===== config.mk =====
export PLATFORM = sky130hd
export DESIGN_NAME = uart_rx
export DESIGN_NICKNAME = d
export VERILOG_FILES = /design/src/rtl/uart_pkg.sv /design/src/rtl/uart_rx_sync2.sv /design/src/rtl/uart_rx.sv
export SDC_FILE = /design/constraint.sdc
export NUM_CORES = 1
export LEC_CHECK = 0
export ABC_CLOCK_PERIOD_IN_PS = 2500
export CAP_MARGIN = 10
export CORE_ASPECT_RATIO = 1.1
export CORE_MARGIN = 2
export CORE_UTILIZATION = 30
export CTS_CLUSTER_SIZE = 8
export DETAILED_ROUTE_END_ITERATION = 10
export PLACE_DENSITY = 0.53
export SLEW_MARGIN = 20
export SYNTH_ARGS = -nofsm -noshare
export SYNTH_HDL_FRONTEND = slang
export SYNTH_HIERARCHICAL = 1
export SYNTH_SLANG_ARGS = --single-unit

===== constraint.sdc =====
create_clock -name RXC -period 2.5 [get_ports RXC]
set_input_delay 0.375 -clock RXC [delete_from_list [all_inputs] [get_ports RXC]]
set_output_delay 0.375 -clock RXC [all_outputs]
set_load 0.005 [all_outputs]

===== src/rtl/uart_pkg.sv =====
// Shared UART definitions: receiver state encoding and line-level constants
// common to the transmit and receive sides.
package uart_pkg;

   typedef enum logic [1:0] {
      IDLE  = 2'd0,
      START = 2'd1,
      DATA  = 2'd2,
      STOP  = 2'd3
   } rx_state_t;

   localparam logic LINE_IDLE = 1'b1;
   localparam logic START_BIT = 1'b0;
   localparam logic STOP_BIT  = 1'b1;

endpackage


===== src/rtl/uart_rx_sync2.sv =====
// Two-flop synchronizer for a single asynchronous line; resets to the idle
// (high) level so a reset never looks like a start bit.
module sync2
   import uart_pkg::*;
(
   input  logic RXC,
   input  logic RST,
   input  logic D,
   output logic Q
);

   logic s1_q, s2_q;

   always_ff @(posedge RXC) begin
      if (RST) begin
         s1_q <= LINE_IDLE;
         s2_q <= LINE_IDLE;
      end else begin
         s1_q <= D;
         s2_q <= s1_q;
      end
   end

   assign Q = s2_q;

endmodule


===== src/rtl/uart_rx.sv =====
// Oversampling UART receiver: start bit, SIZE data bits LSB first, one stop
// bit. Good words land on RXDATA with a one-cycle RX_VALID; bad stop bits pulse RX_ERR.
module uart_rx
   import uart_pkg::*;
#(
   parameter int SIZE       = 8,
   parameter int OVERSAMPLE = 16
) (
   input  logic            RXC,
   input  logic            RST,
   input  logic            RXD,
   output logic [SIZE-1:0] RXDATA,
   output logic            RX_VALID,
   output logic            RX_ERR,
   output logic            RX_BUSY
);

   localparam int CW = $clog2(OVERSAMPLE);
   localparam int IW = $clog2(SIZE + 1);
   localparam logic [CW-1:0] HALF_M1  = CW'(OVERSAMPLE / 2 - 1);
   localparam logic [CW-1:0] FULL_M1  = CW'(OVERSAMPLE - 1);
   localparam logic [IW-1:0] LAST_IDX = IW'(SIZE - 1);

   logic            rxd_s;
   logic            prev_q, prev_d;
   rx_state_t       state_q, state_d;
   logic [CW-1:0]   cnt_q, cnt_d;
   logic [IW-1:0]   idx_q, idx_d;
   logic [SIZE-1:0] shift_q, shift_d;
   logic [SIZE-1:0] data_q, data_d;
   logic            valid_q, valid_d;
   logic            err_q, err_d;
   logic            busy_q, busy_d;
   logic            fall;
   logic [SIZE:0]   shift_in;

   sync2 u_sync (
      .RXC (RXC),
      .RST (RST),
      .D   (RXD),
      .Q   (rxd_s)
   );

   // Only a true 1->0 transition starts a frame; a line stuck low does not.
   assign fall     = prev_q && !rxd_s;
   assign shift_in = {rxd_s, shift_q};

   always_comb begin
      prev_d  = rxd_s;
      state_d = state_q;
      cnt_d   = cnt_q + 1'b1;
      idx_d   = idx_q;
      shift_d = shift_q;
      data_d  = data_q;
      valid_d = 1'b0;
      err_d   = 1'b0;

      case (state_q)
         IDLE: begin
            cnt_d = '0;
            if (fall) state_d = START;
         end
         START: begin
            if (cnt_q == HALF_M1) begin
               cnt_d = '0;
               idx_d = '0;
               state_d = (rxd_s == START_BIT) ? DATA : IDLE;
            end
         end
         DATA: begin
            if (cnt_q == FULL_M1) begin
               cnt_d   = '0;
               shift_d = shift_in[SIZE:1];
               idx_d   = idx_q + 1'b1;
               if (idx_q == LAST_IDX) state_d = STOP;
            end
         end
         STOP: begin
            if (cnt_q == FULL_M1) begin
               cnt_d   = '0;
               state_d = IDLE;
               if (rxd_s == STOP_BIT) begin
                  data_d  = shift_q;
                  valid_d = 1'b1;
               end else begin
                  err_d = 1'b1;
               end
            end
         end
         default: state_d = IDLE;
      endcase

      busy_d = (state_d != IDLE);
   end

   always_ff @(posedge RXC) begin
      if (RST) begin
         prev_q  <= LINE_IDLE;
         state_q <= IDLE;
         cnt_q   <= '0;
         idx_q   <= '0;
         shift_q <= '0;
         data_q  <= '0;
         valid_q <= 1'b0;
         err_q   <= 1'b0;
         busy_q  <= 1'b0;
      end else begin
         prev_q  <= prev_d;
         state_q <= state_d;
         cnt_q   <= cnt_d;
         idx_q   <= idx_d;
         shift_q <= shift_d;
         data_q  <= data_d;
         valid_q <= valid_d;
         err_q   <= err_d;
         busy_q  <= busy_d;
      end
   end

   assign RXDATA   = data_q;
   assign RX_VALID = valid_q;
   assign RX_ERR   = err_q;
   assign RX_BUSY  = busy_q;

endmodule


==> metrics.yaml <==
status: "finished, final reports clean"
route.vias.total: 900
grt_pass1_wl_mm: 4.077
clock-sinks: 32
syn_area_per_cell_um2: 9.970
overflow: 0
grt_usage_pct: 11.81
antenna_found_initial: 0
path_cells: "ha_1 -> nand2_1 -> nor3_2 -> buf_4 -> mux2i_1 -> nor2_1"
port_buffers: 13
hold_class: "register to register"
drcViolationCount: 0
firstDrtPassIters: 4
ys.flop_type: "dfxtp_1"
path_class: "register to register"
wl_per_cell_um: 12.18
clockBufferDepth: 2
postCtsSetupBuffers: 0
netSwitchingPower_uw: 197.0
cts_buffers: 5
diodes: 0
synth_seq_cells: 32
avgViaCountPerCell: 4.663
cts_tree: "done"
fin_nets: 145
final_cells: 193
crit_path_end_kind: "register"
vdd.ir_drop.worst_v: 0.0002673
start_util_pct: 31.44
ctsRootBufferMaster: "clkbuf_8"
fp.dieW_um: 65.45
fin_crit_sh_pct: 67.97
dpl.cell_count: 185
slew_headroom_pct: 69.70
h-tree-depth: 2
drt-total-wl_mm: 2.350
synth_edf_count: 0
drv_slew: 0
hold_viol_final: 0
grt_max_degree: 22
worst_slack_ps: 800.8
dp_slack_ps: 853.8
grt_pass1_vias: 872
clk-insertion-delay-late_ps: 280
yosysSeqAreaShare_pct: 51.41
pin_count: 14
ant_nets: 0
synth_cell_types: 33
synth_top_area_share_pct: 51.41
start_kind: "register"
required_ps: 2670
period_needed_ps: 1699
crit_arrival_ps: 1870
power_density_nw_per_um2: 626.1
setup_violations: 0
coreArea_um2: 3964
whs_ps: 410.4
clock_power_share_pct: 43.5
drt_iter0_markers: 36
synth_nets: 130
p_leak_nw: 0.5283
worstPathMaxFanout: 8
die_y_um: 71.60
rows: 24
max-cap-violations: 0
routabilityCongestion: 0.8333
fmax_mhz: 588.5
fin_setup_tns_ps: 0
clk_pin_slew_worst_paths_ps: 70
synth_area_leaders: "dfxtp_1, mux2i_1, nor2_1"
max_stage_delay_ps: 360
synthCells: 125
die-area_um2: 4686
area_growth_pct: 20.58
syn-cell-area_um2: 1246
tightest_slew_ps: 450.6
seq_power_share_pct: 54.7
layout-drive-gt1-share_pct: 7.801
yosysWarnings: 6
slowest_stage: "dfxtp_1"
fin_skew_ps: 3.710
cp_top_family: "simple AND/OR/NAND/NOR gates"
ctsResizeCount: 0
power_uw: 940.8
yosys.area.top_type: "dfxtp_1"
synthArstFlopShare_pct: 0
dp_hpwl_mm: 1.578
combPwrFrac_pct: 1.8
crit_buf_inv: 1
p_int_uw: 743.8
switching_share_pct: 20.94
rsz0062_at_grt: "no"
holdBufCountCts: 0
[flip-flops by register name, summed over array words and instances (netlist names)]
name / count
RXDATA: 8
RX_BUSY: 1
RX_ERR: 1
RX_VALID: 1
cnt_q: 4
idx_q: 4
prev_q: 1
shift_q: 8
state_q: 2
u_sync/Q: 1
u_sync/s1_q: 1
[layer usage]
metal	up-vias	global-route usage, %	routed length, um
li1	448	-	-
met1	425	13.17	1074
met2	22	18.03	1118
met3	5	6.279	124
met4	0	6.481	31
met5	-	0	0
[synth_stat cells (2+ instances only)]
cell type,number
xnor2_1,4
inv_1,3
xor2_1,2
mux2i_1,17
and3_1,2
buf_4,2
o2111ai_1,2
nor3_1,2
or2_1,2
dfxtp_1,32
and3b_1,2
nand3_1,4
nor2_1,28
nand2_1,2
ha_1,2
clkbuf_1,2
[metrics by stage]
step / util (%) / instance area [um2]
6_report: 37.91 / 1503
5_1_grt: 37.91 / 1503
4_1_cts: 37.91 / 1503
3_5_place_dp: 35.64 / 1413
3_3_place_gp: 35.64 / 1413
2_1_floorplan: - / 1246
[cells by family (layout without fill, tap and decap cells)]
logic type | after synthesis | after routing | share of synthesized area, %
flip-flops | 32 | 32 | 51.41
adder cells (fa/ha/maj) | 2 | 2 | 2.008
multiplexers | 17 | 17 | 13.65
XOR/XNOR | 6 | 6 | 4.217
AND/OR/NAND/NOR | 49 | 49 | 19.18
buffers and inverters | 10 | 26 | 4.417
AO/OA/AOI/OAI | 9 | 9 | 5.121
[layout make-up]
cell class | count | area, um2
Tap cell | 52 | 65.06
Sequential cell | 32 | 640.6
Fill cell | 423 | 2461
Timing Repair Buffer | 15 | 145.1
Clock buffer | 8 | 90.09
Inverter | 3 | 11.26
Multi-Input combinational cell | 83 | 550.5
[worst reg2reg max path, stage by stage, from the launching register on]
cell	delay, ps
dfxtp_1	360
ha_1	310
nand2_1	120
nor3_2	290
buf_4	250
mux2i_1	200
nor2_1	50
[layout by cell type, fill, tap and decap left out, types with 3 or more instances in the layout]
| cell type | n |
|---|---|
| clkbuf_8 | 6 |
| xnor2_1 | 4 |
| clkdlybuf4s50_1 | 13 |
| inv_1 | 3 |
| dfxtp_1 | 32 |
| mux2i_1 | 17 |
| nor2_1 | 28 |
| nand3_1 | 4 |
[path summary, 6_finish.rpt]
kind / startpoint / endpoint / slack [ps] / cells past startpoint
setup / recovery: cnt_q[0] / shift_q[2] / 800 / 6
hold / removal: u_sync/s1_q / u_sync/Q / 410 / 1
setup reg to reg: cnt_q[0] / shift_q[2] / 800 / 6
hold reg to reg: u_sync/s1_q / u_sync/Q / 410 / 1
[power by group through the flow]
stage          combinational (mW)  sequential [mW]  clock (mW)
3_3_place_gp               0.0168            0.526           0
2_1_floorplan              0.0105            0.525           0
6_report                   0.0170            0.515       0.409
4_1_cts                    0.0171            0.515       0.425
5_1_grt                    0.0190            0.515       0.447
3_5_place_dp               0.0171            0.526           0
(Power assumes the default switching activity.)
